`src/rtl/usb_rx_ctrl.sv`:
```
// USB 1.0 receive sequencer: SYNC detect, bit-unstuffing, PID check, byte assembly, EOP/error recovery.
// Optional: define USB_STUFF_CHECK_EN to flag a 1 in the stuff-bit position as a receive error.
module usb_rx_ctrl (
  input  logic       clk,
  input  logic       n_rst,
  input  logic       bit_valid,
  input  logic       d_orig,
  input  logic       end_packet,
  output logic       rx_active,
  output logic [3:0] rx_pid,
  output logic [7:0] rx_data,
  output logic       rx_data_valid,
  output logic       rx_done,
  output logic       rx_error
);

  typedef enum logic [2:0] {
    S_IDLE,
    S_SYNC,
    S_PID,
    S_DATA,
    S_EOP,
    S_ERR
  } state_t;

  state_t     state, state_n;
  logic [7:0] shreg, shreg_n;
  logic [2:0] bit_cnt, bit_cnt_n;
  logic [2:0] ones, ones_n;
  logic       se0_seen, se0_seen_n;
  logic       active_n, valid_n, done_n, error_n;
  logic [3:0] pid_n;
  logic [7:0] data_n;
  logic [7:0] byte_next;
  logic       stuff_bit;
  logic       byte_end;

  assign byte_next = {d_orig, shreg[7:1]};
  assign stuff_bit = (ones == 3'd6);
  assign byte_end  = (bit_cnt == 3'd7);

  always_comb begin
    state_n    = state;
    shreg_n    = shreg;
    bit_cnt_n  = bit_cnt;
    ones_n     = ones;
    se0_seen_n = se0_seen;
    active_n   = rx_active;
    pid_n      = rx_pid;
    data_n     = rx_data;
    error_n    = rx_error;
    valid_n    = 1'b0;
    done_n     = 1'b0;

    case (state)
      S_IDLE: begin
        if (bit_valid && !d_orig) begin
          state_n   = S_SYNC;
          error_n   = 1'b0;
          active_n  = 1'b1;
          shreg_n   = byte_next;
          bit_cnt_n = 3'd1;
          ones_n    = '0;
        end
      end

      S_SYNC, S_PID, S_DATA: begin
        // SE0 wins over a coincident bit strobe; that bit never reaches the shifter.
        if (end_packet) begin
          if (state == S_DATA && bit_cnt == 3'd0) begin
            state_n = S_EOP;
          end else begin
            state_n    = S_ERR;
            error_n    = 1'b1;
            se0_seen_n = 1'b1;
          end
        end else if (bit_valid) begin
          if (stuff_bit) begin
            ones_n = '0;
`ifdef USB_STUFF_CHECK_EN
            if (d_orig) begin
              state_n    = S_ERR;
              error_n    = 1'b1;
              se0_seen_n = 1'b0;
            end
`endif
          end else begin
            shreg_n   = byte_next;
            bit_cnt_n = bit_cnt + 3'd1;
            ones_n    = d_orig ? ones + 3'd1 : '0;
            if (byte_end) begin
              case (state)
                S_SYNC: begin
                  if (byte_next == 8'h80) begin
                    state_n = S_PID;
                  end else begin
                    state_n    = S_ERR;
                    error_n    = 1'b1;
                    se0_seen_n = 1'b0;
                  end
                end
                S_PID: begin
                  if (byte_next[7:4] == ~byte_next[3:0]) begin
                    pid_n   = byte_next[3:0];
                    state_n = S_DATA;
                  end else begin
                    state_n    = S_ERR;
                    error_n    = 1'b1;
                    se0_seen_n = 1'b0;
                  end
                end
                S_DATA: begin
                  data_n  = byte_next;
                  valid_n = 1'b1;
                end
                default: ;
              endcase
            end
          end
        end
      end

      S_EOP: begin
        if (!end_packet) begin
          done_n   = 1'b1;
          active_n = 1'b0;
          state_n  = S_IDLE;
        end
      end

      S_ERR: begin
        error_n = 1'b1;
        if (end_packet) begin
          se0_seen_n = 1'b1;
        end else if (se0_seen) begin
          active_n = 1'b0;
          state_n  = S_IDLE;
        end
      end

      default: state_n = S_IDLE;
    endcase
  end

  always_ff @(posedge clk or negedge n_rst) begin
    if (!n_rst) begin
      state         <= S_IDLE;
      shreg         <= '0;
      bit_cnt       <= '0;
      ones          <= '0;
      se0_seen      <= 1'b0;
      rx_active     <= 1'b0;
      rx_pid        <= '0;
      rx_data       <= '0;
      rx_data_valid <= 1'b0;
      rx_done       <= 1'b0;
      rx_error      <= 1'b0;
    end else begin
      state         <= state_n;
      shreg         <= shreg_n;
      bit_cnt       <= bit_cnt_n;
      ones          <= ones_n;
      se0_seen      <= se0_seen_n;
      rx_active     <= active_n;
      rx_pid        <= pid_n;
      rx_data       <= data_n;
      rx_data_valid <= valid_n;
      rx_done       <= done_n;
      rx_error      <= error_n;
    end
  end

endmodule

```
`config.mk`:
```
export PLATFORM = sky130hd
export DESIGN_NAME = usb_rx_ctrl
export DESIGN_NICKNAME = d
export VERILOG_FILES = /design/src/rtl/usb_rx_ctrl.sv
export SDC_FILE = /design/constraint.sdc
export NUM_CORES = 1
export LEC_CHECK = 0
export CORE_MARGIN = 5
export CORE_UTILIZATION = 49
export DETAILED_ROUTE_END_ITERATION = 16
export PLACE_DENSITY_LB_ADDON = 0.12
export SLEW_MARGIN = 20
export SYNTH_ARGS = -nofsm -noshare
export SYNTH_HDL_FRONTEND = slang
export SYNTH_SLANG_ARGS = --single-unit
export TNS_END_PERCENT = 5
```
`constraint.sdc`:
```
create_clock -name clk -period 1.8 [get_ports clk]
set_input_delay 0.36 -clock clk [delete_from_list [all_inputs] [get_ports clk]]
set_output_delay 0.36 -clock clk [all_outputs]
set_load 0.005 [all_outputs]
```
==> metrics.md <==
| Metric | Value |
|---|---|
| Status | complete, no violations |
| Critical Path Sink Type | register |
| Fraction of met1 tracks used by global routing | 21.24% |
| Wire length of the first global-routing pass | around 5900 um |
| Per-cell via count in the routed design | roughly 5.3 |
| Growth of design area from synthesis to finish | 34.68% |
| Height of the die | 68.45 um |
| Insertion delay of the later-clocked pin in the worst-skew pair | roughly 0.33 ns |
| Commonest non-fill, non-tap cell in the layout | sky130_fd_sc_hd__dfrtp_1 |
| Endpoints failing hold | 0 |
| Number of warnings issued by yosys | 0 |
| Final number of max-transition violations | 0 |
| Cell type contributing the most total cell area after synthesis | sky130_fd_sc_hd__dfrtp_1 |
| Most Crowded Layer GR | met2 |
| GRT Resource Usage Total | roughly 17% |
| Fmax | between 0.5 and 0.6 GHz |
| Initial cell density of the core | between 50% and 60% |
| TritonCTS clock tree | done |
| Highest-count cells in the layout ignoring fill and taps | 33 x sky130_fd_sc_hd__dfrtp_1, 27 x sky130_fd_sc_hd__buf_4, 20 x sky130_fd_sc_hd__clkdlybuf4s50_1 |
| Placeable Area | ~0.0033 mm2 |
| Final weighted congestion in routability-driven placement | ~0.86 |
| Met3 usage in global routing | 5.747% |
| Post-synth net total | between 150 and 200 |
| Synth unique cells | 44 |
| Average wire per cell in the routed design | between 15 and 20 um |
| Flops & latches, synth | 33 |
| Root Driver | sky130_fd_sc_hd__clkbuf_4 |
| H-tree depth | 2 |
| Number of buffers inserted by hold repair at cts | 0 |
| Die Outline Area | 0.004685 mm2 |
| Number of enable flip-flop cells after synthesis | 0 |
| Clock transition at the registers of the reported paths | between 0.1 and 0.15 ns |
| Worst IR Drop VDD | 0.0006832 V |
| Clock skew after layout | a little over 0.007 ns |
| Maximum fanout along the worst path | 4 |
| Worst min-delay path category | input pin to async pin |
| Via count of the routed design | 1275 |
| Power per cell area | between 1000 and 1500 mW/mm2 |
| Arrival time at the worst endpoint | roughly 2 ns |
| Setup repair after global routing missed its margin | yes |
| Dpl hpwl | approximately 2600 um |
| Endpoints failing setup | 0 |
| Async SR Flop Fraction | 100.0% |
| Number of antenna violations at the first check in global routing | 0 |
| IO Port Bufs | 20 |
| Area share of the largest cell type after synthesis | 49.33% |
| Number of buffers created by CTS | 5 |
| Core Rows | 21 |
| Number of ports placed on the die boundary | 21 |
| Met2 routing resource usage after global routing | between 20% and 30% |
| Total length of routed wires | 3727 um |
| Buffer levels on the longest clock path | 2 |
| Final period demand of the worst path | about 1.8 ns |
| Share of final-layout standard cells stronger than drive strength 1 | about a third |
| Share of the clock period used by the worst path after layout | around 98% |
| Total cell area at the placement stage | approximately 0.0021 mm2 |
| Antenna viol nets, final | 0 |
| Cell count after synthesis | roughly 140 |
| Transition time at the pin with the least slew margin | 0.4171 ns |
| Dominant synthesized flop cell | sky130_fd_sc_hd__dfrtp_1 |
| Leading post-synthesis cells by cell area | sky130_fd_sc_hd__dfrtp_1 49%, sky130_fd_sc_hd__mux2_2 7.4%, sky130_fd_sc_hd__ha_1 3.7%, sky130_fd_sc_hd__mux2_1 3.4%, sky130_fd_sc_hd__mux2_4 2.7% |
| Worst rel slew slack | between 70 and 80% |
| Final Worst Setup Slack | 0.03963 ns |
| Die W | 68.45 um |
| Worst-case setup slack after placement | -0.2950 ns |
| Placed Cells incl. Taps | between 200 and 250 |
| Mapped Avg Cell Area | 11.63 um2 |
| Maximum number of pins on one net before global-route repair | 34 |
| Ant. Diodes | 0 |
| Synth Cell Area | 0.001674 mm2 |
| Required time of the critical path | between 2 and 2.5 ns |
| Drt initial violations | 135 |
| Fraction of the yosys area taken by sequential cells | between 40% and 50% |
| CTS Sinks | 33 |
| Leak pwr | ~1.0 nW |
| Number of nets in the final layout | ~200 |
| Critical setup path kind | register to register |
| Number of global-route vias before repair | around 1300 |
| Final cell area excluding filler cells | 0.002255 mm2 |
| Final instance count without filler cells | between 200 and 250 |
| Critical path launch point type | register |
| Global route total overflow | 0 |
| Residual DRC | 0 |
| Max-capacitance violation count | 0 |
| Sum of negative setup slack | 0 ns |
| First-pass iteration count of the detailed router | 4 |
[Yosys cell counts, drive strengths merged (2+ instances only)]
master and instances:
a31oi 2, nor3b 3, a21oi 4, inv 6
dfrtp 33, o31ai 2, mux2 19, nand3 5
o21ai 10, nor2b 4, nand4 2, ha 5
buf 5, nor3 3, o21a 2, nor2 7
xor2 4, a21o 2, nand2 9
[report_power, final]
part	switching, mW	internal, mW
logic	0.463	0.560
registers	0.188	0.890
clock network	0.255	0.332
[layout make-up]
cell class,count,area (um2)
Clock buffer,7,55.05
Timing Repair Buffer,47,402.9
Multi-Input combinational cell,100,860.8
Tap cell,46,57.56
Sequential cell,33,825.8
Inverter,6,22.52
Fill cell,264,1056
Clock inverter,1,30.03
[routing by layer]
metal	vias up	wire length (um)
met3	6	176
met1	623	1672
met2	29	1837
li1	617	-
met5	-	0
met4	0	40
[worst max-delay path, cell delays in order, from the launching register on]
cell	delay, ns
sky130_fd_sc_hd__dfrtp_1	0.37
sky130_fd_sc_hd__ha_2	0.20
sky130_fd_sc_hd__ha_4	0.13
sky130_fd_sc_hd__and3_4	0.22
sky130_fd_sc_hd__nand3_4	0.08
sky130_fd_sc_hd__nor3_4	0.32
sky130_fd_sc_hd__mux2_4	0.34
[flip-flops by register name, indices dropped and copies added, names as in the netlist]
name	flops
bit_cnt	3
ones	3
rx_active	1
rx_data	8
rx_data_valid	1
rx_done	1
rx_error	1
rx_pid	4
se0_seen	1
shreg	7
state	3
[logic make-up (layout without fill, tap and decap cells)]
group | count (synthesis) | count (layout) | share of synthesized area (%)
compound gates | 30 | 30 | 12.56
xor+xnor | 4 | 4 | 2.092
fa+ha+maj | 6 | 6 | 4.335
buf+inv | 12 | 61 | 3.961
flops | 33 | 33 | 49.33
mux | 19 | 19 | 13.45
simple gates | 40 | 41 | 14.27
[final timing paths]
check	cells after the start	slack, ns	startpoint	to
setup / recovery	6	0.04	bit_cnt[0]$_DFFE_PN0P_	rx_pid[0]$_DFFE_PN0P_
hold / removal	2	0.41	n_rst	rx_done$_DFF_PN0_
setup reg to reg	6	0.04	bit_cnt[0]$_DFFE_PN0P_	rx_pid[0]$_DFFE_PN0P_
hold reg to reg	1	0.49	rx_data[3]$_DFFE_PN0P_	rx_data[3]$_DFFE_PN0P_
max in group asynchronous	2	1.08	n_rst	rx_data[5]$_DFFE_PN0P_
min in group clk	1	0.49	rx_data[3]$_DFFE_PN0P_	rx_data[3]$_DFFE_PN0P_
[per-stage QoR]
stage / power (mW) / utilization (%) / hold WS, ns
floorplan: 1.687 / - / 0.06441
global placement: 2.007 / 62.93 / 0.4673
detailed placement: 2.048 / 62.93 / 0.4740
CTS: 2.645 / 65.91 / 0.4228
global route: 2.886 / 68.10 / 0.4404
finish: 2.687 / 68.10 / 0.4137
[repair_timing]
item | CTS | global route
gates resized for setup | 3 | 14
gates cloned | 0 | 1
setup endpoints to repair | 13 | 13
setup buffers | 0 | 1
pin swaps | 2 | 6
Note: power is estimated with default switching activity, not from simulation.
